### config.mk
export PLATFORM = sky130hd
export DESIGN_NAME = chrom_eval_initiator
export DESIGN_NICKNAME = d
export VERILOG_FILES = /design/src/rtl/chrom_eval_pkg.sv /design/src/rtl/chrom_seg_regfile.sv /design/src/rtl/chrom_eval_initiator.sv
export SDC_FILE = /design/constraint.sdc
export NUM_CORES = 1
export LEC_CHECK = 0
export ABC_AREA = 1
export CORE_AREA = 3 3 614 616
export CTS_CLUSTER_SIZE = 25
export DETAILED_ROUTE_END_ITERATION = 16
export DIE_AREA = 0 0 617 619
export GPL_TIMING_DRIVEN = 0
export PLACE_DENSITY_LB_ADDON = 0.2
export SYNTH_ARGS = -nofsm -noshare
export SYNTH_HDL_FRONTEND = slang
export SYNTH_SLANG_ARGS = --single-unit
export TNS_END_PERCENT = 10
### constraint.sdc
create_clock -name iClock -period 4.47 [get_ports iClock]
set_clock_uncertainty 0.2 [all_clocks]
set_input_delay 0.894 -clock iClock [delete_from_list [all_inputs] [get_ports iClock]]
set_output_delay 0.894 -clock iClock [all_outputs]
set_load 0.05 [all_outputs]
### src/rtl/chrom_eval_pkg.sv
// Shared types and constants for the chromosome-evaluation initiator.
// Latency: n/a (declarations only).
// Backpressure: n/a (declarations only).
package chrom_eval_pkg;

  localparam int NUM_SEGS  = 31;
  localparam int SEG_W     = 32;
  localparam int NUM_SUMS  = 8;
  localparam int SUM_W     = 32;
  localparam int ADDR_W    = 5;
  localparam int RUN_CNT_W = 16;
  localparam int CHROM_W   = NUM_SEGS * SEG_W;
  localparam int SUMS_W    = NUM_SUMS * SUM_W;

  // Encoding is visible on oState, so values are fixed.
  typedef enum logic [2:0] {
    ST_IDLE       = 3'd0,
    ST_WAIT_READY = 3'd1,
    ST_WAIT_DONE  = 3'd2,
    ST_FEEDBACK   = 3'd3,
    ST_RESULT     = 3'd4
  } state_e;

  // States in which a run is in flight and the chromosome must stay frozen.
  function automatic logic is_busy(input state_e s);
    return (s == ST_WAIT_READY) || (s == ST_WAIT_DONE) || (s == ST_FEEDBACK);
  endfunction

endpackage

### src/rtl/chrom_seg_regfile.sv
// Segment register file: N x W flops, one write port, whole contents flattened.
// Latency: write visible on segs_o the cycle after wr_en_i.
// Backpressure: none; caller gates wr_en_i. Addresses >= N are dropped.
//
// Ports:
//   clk_i, rst_ni          clock, async active-low reset (clears all segments)
//   wr_en_i/addr_i/data_i  write port
//   segs_o                 {seg[N-1] .. seg[0]}
module chrom_seg_regfile #(
  parameter int N  = 31,
  parameter int W  = 32,
  parameter int AW = 5
) (
  input  logic          clk_i,
  input  logic          rst_ni,
  input  logic          wr_en_i,
  input  logic [AW-1:0] wr_addr_i,
  input  logic [W-1:0]  wr_data_i,
  output logic [N*W-1:0] segs_o
);

  localparam logic [AW-1:0] LAST_ADDR = AW'(N - 1);

  logic [W-1:0] seg_q [N];

  always_ff @(posedge clk_i or negedge rst_ni) begin
    if (!rst_ni) begin
      for (int i = 0; i < N; i++) begin
        seg_q[i] <= '0;
      end
    end else if (wr_en_i && (wr_addr_i <= LAST_ADDR)) begin
      seg_q[wr_addr_i] <= wr_data_i;
    end
  end

  for (genvar g = 0; g < N; g++) begin : g_flat
    assign segs_o[g*W +: W] = seg_q[g];
  end

endmodule

### src/rtl/chrom_eval_initiator.sv
// Initiator for the chromosome-evaluation start/ready/done/feedback handshake.
// Latency: iGo with responder ready -> oStartProcessing two cycles later; all outputs registered.
// Backpressure: result held valid until iResultAck or a new iGo; iGo and writes ignored while oBusy.
//
// Optional feature: define CHROM_EVAL_TIMEOUT_EN to enable the run watchdog
// (TIMEOUT_CYCLES cycles across WAIT_DONE/FEEDBACK). Without it oTimeout is 0.
//
// Ports:
//   iClock, iReset_n            clock, async active-low reset
//   iWrEn/iWrAddr/iWrData       chromosome segment write (addr 31 ignored)
//   iGo                         start one evaluation run
//   oBusy                       run in flight
//   oChromDescription           {seg30..seg0} to responder
//   oStartProcessing            start handshake to responder
//   iReadyToProcess             responder ready
//   iDoneProcessing             responder done
//   oDoneProcessingFeedback     done acknowledge to responder
//   iErrorSums / oErrorSums     responder sums / captured sums
//   oResultValid / iResultAck   result handshake to consumer
//   oRunCount                   completed runs (wraps)
//   oTimeout                    last run aborted by watchdog
//   oState                      FSM state, debug
module chrom_eval_initiator
  import chrom_eval_pkg::*;
#(
  parameter int TIMEOUT_CYCLES = 1048576
) (
  input  logic                 iClock,
  input  logic                 iReset_n,
  input  logic                 iWrEn,
  input  logic [ADDR_W-1:0]    iWrAddr,
  input  logic [SEG_W-1:0]     iWrData,
  input  logic                 iGo,
  output logic                 oBusy,
  output logic [CHROM_W-1:0]   oChromDescription,
  output logic                 oStartProcessing,
  input  logic                 iReadyToProcess,
  input  logic                 iDoneProcessing,
  output logic                 oDoneProcessingFeedback,
  input  logic [SUMS_W-1:0]    iErrorSums,
  output logic [SUMS_W-1:0]    oErrorSums,
  output logic                 oResultValid,
  input  logic                 iResultAck,
  output logic [RUN_CNT_W-1:0] oRunCount,
  output logic                 oTimeout,
  output logic [2:0]           oState
);

  // The watchdog needs at least one counting cycle before it can expire.
  if (TIMEOUT_CYCLES < 2) begin : g_bad_timeout_cfg
    $error("TIMEOUT_CYCLES must be at least 2");
  end

  state_e                 state_q, state_d;
  logic                   busy_q, busy_d;
  logic                   start_q, start_d;
  logic                   fb_q, fb_d;
  logic                   valid_q, valid_d;
  logic [RUN_CNT_W-1:0]   run_cnt_q, run_cnt_d;
  logic [SUMS_W-1:0]      sums_q, sums_d;
  logic                   wr_accept;

  // Chromosome is frozen for the whole run; a write in the same cycle as iGo
  // still lands because state_q is IDLE/RESULT on that edge.
  assign wr_accept = iWrEn && !is_busy(state_q);

  chrom_seg_regfile #(
    .N  (NUM_SEGS),
    .W  (SEG_W),
    .AW (ADDR_W)
  ) u_segs (
    .clk_i     (iClock),
    .rst_ni    (iReset_n),
    .wr_en_i   (wr_accept),
    .wr_addr_i (iWrAddr),
    .wr_data_i (iWrData),
    .segs_o    (oChromDescription)
  );

`ifdef CHROM_EVAL_TIMEOUT_EN
  localparam int WD_W = (TIMEOUT_CYCLES > 2) ? $clog2(TIMEOUT_CYCLES) : 1;
  localparam logic [WD_W-1:0] WD_LAST = WD_W'(TIMEOUT_CYCLES - 1);

  logic [WD_W-1:0] wd_q, wd_d;
  logic            timeout_q, timeout_d;
  logic            wd_expired;

  assign wd_expired = (wd_q == WD_LAST);

  always_ff @(posedge iClock or negedge iReset_n) begin
    if (!iReset_n) begin
      wd_q      <= '0;
      timeout_q <= 1'b0;
    end else begin
      wd_q      <= wd_d;
      timeout_q <= timeout_d;
    end
  end

  assign oTimeout = timeout_q;
`else
  assign oTimeout = 1'b0;
`endif

  always_comb begin
    state_d   = state_q;
    busy_d    = busy_q;
    start_d   = start_q;
    fb_d      = fb_q;
    valid_d   = valid_q;
    run_cnt_d = run_cnt_q;
    sums_d    = sums_q;
`ifdef CHROM_EVAL_TIMEOUT_EN
    wd_d      = wd_q;
    timeout_d = timeout_q;
`endif

    unique case (state_q)
      ST_IDLE: begin
        if (iGo) begin
          state_d = ST_WAIT_READY;
          busy_d  = 1'b1;
        end
      end

      ST_WAIT_READY: begin
        if (iReadyToProcess) begin
          state_d = ST_WAIT_DONE;
          start_d = 1'b1;
`ifdef CHROM_EVAL_TIMEOUT_EN
          wd_d    = '0;
`endif
        end
      end

      ST_WAIT_DONE: begin
`ifdef CHROM_EVAL_TIMEOUT_EN
        wd_d = wd_q + 1'b1;
`endif
        if (iDoneProcessing) begin
          state_d = ST_FEEDBACK;
          sums_d  = iErrorSums;
          start_d = 1'b0;
          fb_d    = 1'b1;
        end
      end

      ST_FEEDBACK: begin
`ifdef CHROM_EVAL_TIMEOUT_EN
        wd_d = wd_q + 1'b1;
`endif
        if (!iDoneProcessing) begin
          state_d   = ST_RESULT;
          fb_d      = 1'b0;
          valid_d   = 1'b1;
          busy_d    = 1'b0;
          run_cnt_d = run_cnt_q + 1'b1;
`ifdef CHROM_EVAL_TIMEOUT_EN
          timeout_d = 1'b0;
`endif
        end
      end

      ST_RESULT: begin
        // A new run takes priority over a same-cycle acknowledge.
        if (iGo) begin
          state_d = ST_WAIT_READY;
          valid_d = 1'b0;
          busy_d  = 1'b1;
        end else if (iResultAck) begin
          state_d = ST_IDLE;
          valid_d = 1'b0;
        end
      end

      default: begin
        state_d = ST_IDLE;
        busy_d  = 1'b0;
        start_d = 1'b0;
        fb_d    = 1'b0;
        valid_d = 1'b0;
      end
    endcase

`ifdef CHROM_EVAL_TIMEOUT_EN
    // Watchdog abort overrides whatever the handshake would have done this cycle.
    if (((state_q == ST_WAIT_DONE) || (state_q == ST_FEEDBACK)) && wd_expired) begin
      state_d   = ST_RESULT;
      start_d   = 1'b0;
      fb_d      = 1'b0;
      busy_d    = 1'b0;
      valid_d   = 1'b1;
      sums_d    = '1;
      run_cnt_d = run_cnt_q;
      timeout_d = 1'b1;
    end
`endif
  end

  always_ff @(posedge iClock or negedge iReset_n) begin
    if (!iReset_n) begin
      state_q   <= ST_IDLE;
      busy_q    <= 1'b0;
      start_q   <= 1'b0;
      fb_q      <= 1'b0;
      valid_q   <= 1'b0;
      run_cnt_q <= '0;
      sums_q    <= '0;
    end else begin
      state_q   <= state_d;
      busy_q    <= busy_d;
      start_q   <= start_d;
      fb_q      <= fb_d;
      valid_q   <= valid_d;
      run_cnt_q <= run_cnt_d;
      sums_q    <= sums_d;
    end
  end

  assign oBusy                   = busy_q;
  assign oStartProcessing        = start_q;
  assign oDoneProcessingFeedback = fb_q;
  assign oResultValid            = valid_q;
  assign oRunCount               = run_cnt_q;
  assign oErrorSums              = sums_q;
  assign oState                  = state_q;

endmodule
==> summary by stage, run 1 <==
Power and ir drop
The worst IR drop on VDD is ~400 uV. The total power density per cell area is between 800 and 900 mW/mm^2. The analysis attributes to cell leakage a power of roughly 33 nW. Power comes to roughly 62 mW.

Placement
In this run, placement finished with an instance count of approximately 11000. The post-DP HPWL is roughly 270000 um. OpenSTA, run right after detailed placement, puts the worst setup slack at between 0.07 and 0.08 ns. Input and output buffers added on the ports amount to 1567.

The post-detailed-placement cell area is 0.0692 sq mm. Routability-driven placement finished with a final weighted congestion of 0.906.

Cells and area
The total area of sequential cells is 0.0318 sq mm. The library cell used most frequently in the layout, excluding fill and tap cells, is sky130_fd_sc_hd__nand2_1. In the final layout, the multi-input gates occupy around 0.013 sq mm.

Leaving out fill and tap cells, the most frequent cells in the layout are 1915 x sky130_fd_sc_hd__nand2_1, 1566 x sky130_fd_sc_hd__clkdlybuf4s50_1, 1271 x sky130_fd_sc_hd__dfrtp_1, 732 x sky130_fd_sc_hd__o21ai_0, 202 x sky130_fd_sc_hd__o21ai_1. In the final layout, the share of cells above drive strength 1 is 0.0810. The final instance area is around 0.075 sq mm. The filler-free cell count of the finished design is 11568. For this run, the post-layout net count is slightly below 7000.

Measured on the finished design, the core utilization comes to 0.201. Fill cells in the final layout number ~41000. The synthesis-to-layout area growth is 60.1%.

Floorplanning
The floorplan die area is roughly 0.38 sq mm. The effective utilization at floorplan is 0.126. The number of ports placed on the die boundary is approximately 1600. The floorplan die width is about 620 um. The chip height is between 600 and 700 um. The number of cell rows is 224. The core region is around 0.37 sq mm.

Logic synthesis
The Yosys step of the flow raised 0 warnings. The net count after synthesis is ~5000. Synthesis handed over a netlist of 4677 instances. The synthesized area per cell is 10.0 sq um. Counting distinct cell types in the post-synthesis netlist gives 36.

The register area share after synthesis is 0.680. The number of synthesized flops with an enable pin is 0. In the synthesized netlist the async set-or-reset flop fraction comes to 1.00. The mapped cell area is 0.0467 sq mm.

The most common flop cell mapped by yosys is sky130_fd_sc_hd__dfrtp_1. The synthesized design contains 1271 register bits.

Critical path
Measured in cells, the most critical reg-to-reg path has a length of 7. The endpoint identified for the worst register-to-register timing path is u_segs.segs_o[264]. The signal on the critical path passes through dlygate4sd3_1 -> buf_16 -> buf_16 -> buf_16 -> buf_16 -> clkbuf_16. The startpoint of the most critical register-to-register path is oState[1]. By instance count, the cell type seen most on the critical path is sky130_fd_sc_hd__buf_16. The master of the slowest instance on the critical path is sky130_fd_sc_hd__dlygate4sd3_1.

STA classifies the critical path startpoint as an input port. The maximum fanout along the worst path is 152. In this run the register-to-register setup slack is 1.14 ns. The critical path capture point type is an asynchronous set/reset pin. The delay of the slowest cell on the worst path is 0.61 ns. The arrival time of the worst setup path is between 4 and 5 ns. The type of the worst setup path is input port to asynchronous set/reset pin.

For the worst setup path, the data required time is between 5 and 6 ns.

Clock network
The number of H-tree levels is 4. The cell chosen for the clock root is sky130_fd_sc_hd__clkbuf_16. The total clock buffers created by CTS is 171.

TritonCTS built the clock tree. The clock edge transition at the registers on the reported setup and hold paths is about 0.050 ns. In this run, post-CTS repair resized a total of 0 instances. The longest clock path from root to sink contains 4 buffers. The count of clock tree sinks is approximately 1300.

The clock reaches the later pin of the worst-skew pair after between 0.8 and 0.9 ns. The number of setup buffers added after CTS is 0.

Global routing
The pin count of the biggest net entering global routing is around 160. After global routing the overflow that remains totals 0. The first global-routing pass estimated about 440000 um of wire. Across every metal layer, demand over resource in global routing totals 0.170. The number of antenna violations at the first check in global routing came to approximately 100. The number of global-route vias before repair came to 42450.

STA
The final hold slack is 0.269 ns. The transition time at the pin with the least slew margin is around 1.3 ns. For this run, the top clock speed supported by timing is 258 MHz. The final critical-path required period is 3.87 ns. The count of endpoints failing hold in the final timing report was 0. The final worst-path setup slack is around 0.6 ns. The max-slew headroom at the worst pin is 0.100. Adding up every negative setup slack in the final design gives 0 ns.

The count of final setup violators is 0. Of the available clock period, the critical path in the final layout requires 0.866. The number of max-slew violations in the final report is 0.

Setup repair after global routing left no endpoint under its margin.

Detailed routing
Across all layers, the routed design uses about 43000 vias. For this block, the routed nets add up to 339000 um of wire. In the final routed layout, each cell accounts on average for between 20 and 30 um.

The number of antenna-violating nets in the routed design is 0. After the first detailed-routing iteration, the DRC count stood at 3438. The detailed-router iteration count before antenna repair is 6.

The detailed-route DRC error count is 0. The number of vias per cell after detailed routing is around 3.7.

Run
Across the run, the number of max-cap violations was 0.

Hold path
The worst hold path endpoint is oErrorSums[71]. The worst min-delay path startpoint is oErrorSums[71]. The number of stages on the worst hold path is 2.

The min-delay analysis places its worst path in the category register to register.

Outcome
The run finished with clean final reports.
sequential cells by signal, indices dropped and copies added, names as in the netlist:
name / cells
u_segs.segs_o: 992
oErrorSums: 256
oRunCount: 16
oState: 3
oBusy: 1
oDoneProcessingFeedback: 1
oResultValid: 1
oStartProcessing: 1
cell usage after synthesis (all sizes together), types with 2 or more instances:
cell | number | area share
nand4 | 5 | 0.00067
clkbuf | 141 | 0.011
nand2 | 1931 | 0.16
buf | 181 | 0.022
nor4 | 5 | 0.0017
dfrtp | 1271 | 0.68
o21ai | 935 | 0.10
a21oi | 2 | 0.00021
nor3 | 8 | 0.0016
nand3 | 88 | 0.013
nand3b | 2 | 0.00032
xor2 | 4 | 0.00075
nor2 | 34 | 0.0046
xnor2 | 6 | 0.0011
inv | 60 | 0.0050
where the power goes:
group | internal, mW | total (mW) | switching (mW)
logic | 8.28 | 30.4 | 22.1
registers | 15.4 | 18.0 | 2.62
clock network | 8.13 | 13.9 | 5.79
total | 31.8 | 62.3 | 30.5
area by class of cell:
class,count,share of cell area
antenna,27,0.000903
timing repair buffer,1591,0.217
buffer,322,0.0212
inverter,60,0.00311
clock buffer,252,0.0650
clock inverter,49,0.00848
tap,4972,0.0831
sequential,1271,0.425
multi-input combinational,3024,0.176
worst max-delay path, delay by kind of cell:
kind	cells	cell delay [ns]
buf+inv	6	2.89
worst max path at each step:
| stage | from | end | slack (ns) | cells after the start |
|---|---|---|---|---|
| 3_3_place_gp | iReset_n | oErrorSums[168] | -61.44 | 1 |
| 4_1_cts | iReset_n | u_segs.segs_o[733] | 0.35 | 6 |
| 3_5_place_dp | iWrData[31] | u_segs.segs_o[287] | 0.08 | 4 |
| 2_1_floorplan | iWrAddr[4] | u_segs.segs_o[757] | 2.10 | 10 |
| 5_1_grt | iReset_n | u_segs.segs_o[772] | 0.33 | 6 |
| 6_report | iReset_n | u_segs.segs_o[882] | 0.60 | 6 |
timing repair:
action | in CTS | in global routing
endpoints found under the setup margin | 0 | 91
endpoints found under the hold margin | 65 | 0
hold buffers | 1 | 0
cell families after synthesis:
group	count (synthesis)	share of synthesized area
buffers and inverters	382	0.0382
xor gates and xnor gates	10	0.00187
DFF	1271	0.680
other	1	0.0000802
and+or+nand+nor	2073	0.178
adders and majority gates	1	0.000268
AOI/OAI and AO/OA	939	0.101
metal layers:
layer	part of all wire	track usage
met5	0	0
met4	0.027	0.0404
met3	0.093	0.0599
met2	0.45	0.271
met1	0.43	0.219
(Power assumes the default switching activity.)
==> run 2, diff against run 1 <==
CAP_MARGIN = 20   (was not set)
==> run 2 against run 1 <==
  * Worst setup slack got worse by 0.11 ns
  * Largest cell class unchanged
  * Global-route usage about the same
  * Sequential cell count unchanged
  * Worst hold slack about the same
  * Clock-buffer cell count decreased by 12
==> summary by stage, run 2 (synthesis results as in run 1) <==
Critical path
Of all nets on the critical path, the largest fanout is 149. At the worst endpoint, the arrival time is ~4.6 ns. The required time at the endpoint of the critical path is 5.07 ns.

The critical path capture point type is an asynchronous set/reset pin. The worst register-to-register path has a setup slack of approximately 1.1 ns. The type of the worst setup path is input port to asynchronous set/reset pin. The startpoint kind of the worst setup timing path is an input port.

Detailed routing
The number of antenna-violating nets in the routed design is 0. The detailed-router iteration count before antenna repair is 8. Summing over every cut layer, the via total after detailed routing is 43110. The detailed router finished its first iteration with 3385 violations. Wires add up to around 340000 um. The routed wirelength normalized by instance count is 29.2 um. The number of vias per cell after detailed routing is between 3 and 4. The detailed-route DRC error count is 0.

STA
The post-route fraction of the period consumed by the critical path is 0.890. For the pin with the worst max-slew slack, the measured transition is 1.17 ns. Setup violations remaining at the end of the flow were counted as 0. After routing, the total negative slack on setup checks comes to 0 ns.

In this run the tightest slew margin relative to its limit is 0.220. Setup repair after global routing left no endpoint under its margin. The count of endpoints failing hold in the final timing report came to 0. The final hold slack is approximately 0.27 ns. The achievable frequency is around 250 MHz. Subtracting the final worst setup slack from the clock period gives just under 4 ns. The number of max-slew violations in the final report came to 0.

Power and ir drop
The worst IR drop on VDD is between 400 and 500 uV. For this design the ratio of total power to cell area is approximately 830 mW/mm^2. The leakage dissipation is approximately 33 nW.

Clock network
The total clock buffers created by CTS is between 150 and 200. The clock edge transition at the registers on the reported setup and hold paths is around 0.06 ns. The cell chosen for the clock root is sky130_fd_sc_hd__clkbuf_16. The count of clock tree sinks is 1271. At the later pin of the worst-skew pair, clock insertion delay measures 0.82 ns. CTS built an H-tree with a depth of 4. The maximum count of clock buffers along a single path is 4. The CTS tree is done. Post-CTS repair changed the size of 0 cells. Buffers added to address setup during post-CTS repair amount to 0.

Cells and area
Summing all multi-input logic gate instances after layout gives ~0.013 sq mm. The filler-free cell count of the finished design is ~12000. Relative to the synthesized area, the layout overhead comes to 61.5%. Counting the fill cells in the layout gives about 41000. The most frequent standard cell in the layout excluding fill and tap cells is sky130_fd_sc_hd__nand2_1. The total area of sequential cells is 0.0318 sq mm. The fraction of layout instances using a drive strength above 1 is 0.0874. The register with the most flip-flops in the layout has approximately 1000 of them. The library cells used most frequently in the layout, excluding fill and tap cells, are 1915 x sky130_fd_sc_hd__nand2_1, 1566 x sky130_fd_sc_hd__clkdlybuf4s50_1, 1271 x sky130_fd_sc_hd__dfrtp_1, 732 x sky130_fd_sc_hd__o21ai_0, 202 x sky130_fd_sc_hd__o21ai_1. The post-layout net count is between 6000 and 7000.

Placement
The number of I/O port buffers is between 1500 and 2000. The post-DP HPWL is approximately 270000 um. The total placed cells including tap cells is 11262. The congestion estimate from routability-driven global placement came to 0.906.

Global routing
The global router's overall resource usage is 0.170. The number of antenna violations at the first check in global routing is between 90 and 100. Entering global routing, the biggest net connects between 150 and 200 pins. The number of global-route vias before repair was 42398. The residual overflow from global routing is 0. The first global-routing pass estimated ~440000 um of wire.

Run
The tool flagged a number of max-cap violations equal to 0.

Outcome
The run finished with clean final reports.

Floorplanning
For this configuration, the core starts out at a cell density of 0.126. In this run the count of I/O pins placed on the die edge is approximately 1600. The die covers 0.382 sq mm. The chip height is 619 um. The number of cell rows is ~220. The region available for standard cell placement spans between 0.3 and 0.4 sq mm. In this run the horizontal extent of the chip is just over 600 um.

Hold path
The type of the most critical hold path is register to register.
-- run 2: cell count changes in the layout (fill, tap and decap cells not counted), sizes merged --
cell and change:
inv -1, clkinvlp -4, diode -4, clkbuf -12, clkinv +13, bufinv +4
buf +24
-- run 2: worst max-delay path, cell delays in order --
cell and delay (ns):
sky130_fd_sc_hd__dlygate4sd3_1 0.61, sky130_fd_sc_hd__buf_16 0.32, sky130_fd_sc_hd__buf_16 0.46, sky130_fd_sc_hd__buf_16 0.41, sky130_fd_sc_hd__buf_16 0.43, sky130_fd_sc_hd__buf_16 0.41
-- run 2: cell type report --
cell class / instances / area share
Sequential cell: 1271 / 0.421
Timing Repair Buffer: 1615 / 0.221
Multi-Input combinational cell: 3024 / 0.174
Tap cell: 4972 / 0.0824
Clock buffer: 240 / 0.0648
Buffer: 322 / 0.0210
Clock inverter: 61 / 0.0108
Inverter: 60 / 0.00308
Antenna cell: 23 / 0.000763
-- run 2: worst paths after layout --
kind / start / cells past startpoint / end
hold reg to reg: oErrorSums[83] / 2 / oErrorSums[83]
setup / recovery: iReset_n / 6 / oErrorSums[171]
setup reg to reg: oState[1] / 6 / u_segs.segs_o[529]
min in group asynchronous: iReset_n / 2 / u_segs.segs_o[983]
max in group iClock: oErrorSums[136] / 1 / oErrorSums[136]
hold / removal: oErrorSums[83] / 2 / oErrorSums[83]
-- run 2: metrics by stage --
stage	utilization	area [sq um]	power, mW	setup WS, ns
4_1_cts	0.203	75400	63.5	0.381
5_1_grt	0.203	75400	65.3	0.256
2_1_floorplan	-	46700	34.6	2.10
6_report	0.203	75500	62.7	0.490
3_5_place_dp	0.187	69700	48.7	0.117
3_3_place_gp	0.185	68700	48.7	-61.44
-- run 2: where the power goes --
group | total (mW) | internal, mW | switching (mW)
registers | 18.0 | 15.4 | 2.62
logic | 30.5 | 8.35 | 22.1
clock network | 14.3 | 8.46 | 5.83
total | 62.7 | 32.2 | 30.6
-- run 2: repair_timing --
item,4_1_cts,5_1_grt
hold buffers,1,0
endpoints found under the setup margin,0,72
hold endpoints to repair,65,0
-- run 2: layer usage --
metal | track usage | up-vias | share of wire
met5 | 0 | - | 0.000038
li1 | - | 18700 | -
met2 | 0.273 | 1858 | 0.46
met4 | 0.0349 | 2 | 0.023
met1 | 0.218 | 22159 | 0.42
met3 | 0.0597 | 391 | 0.094
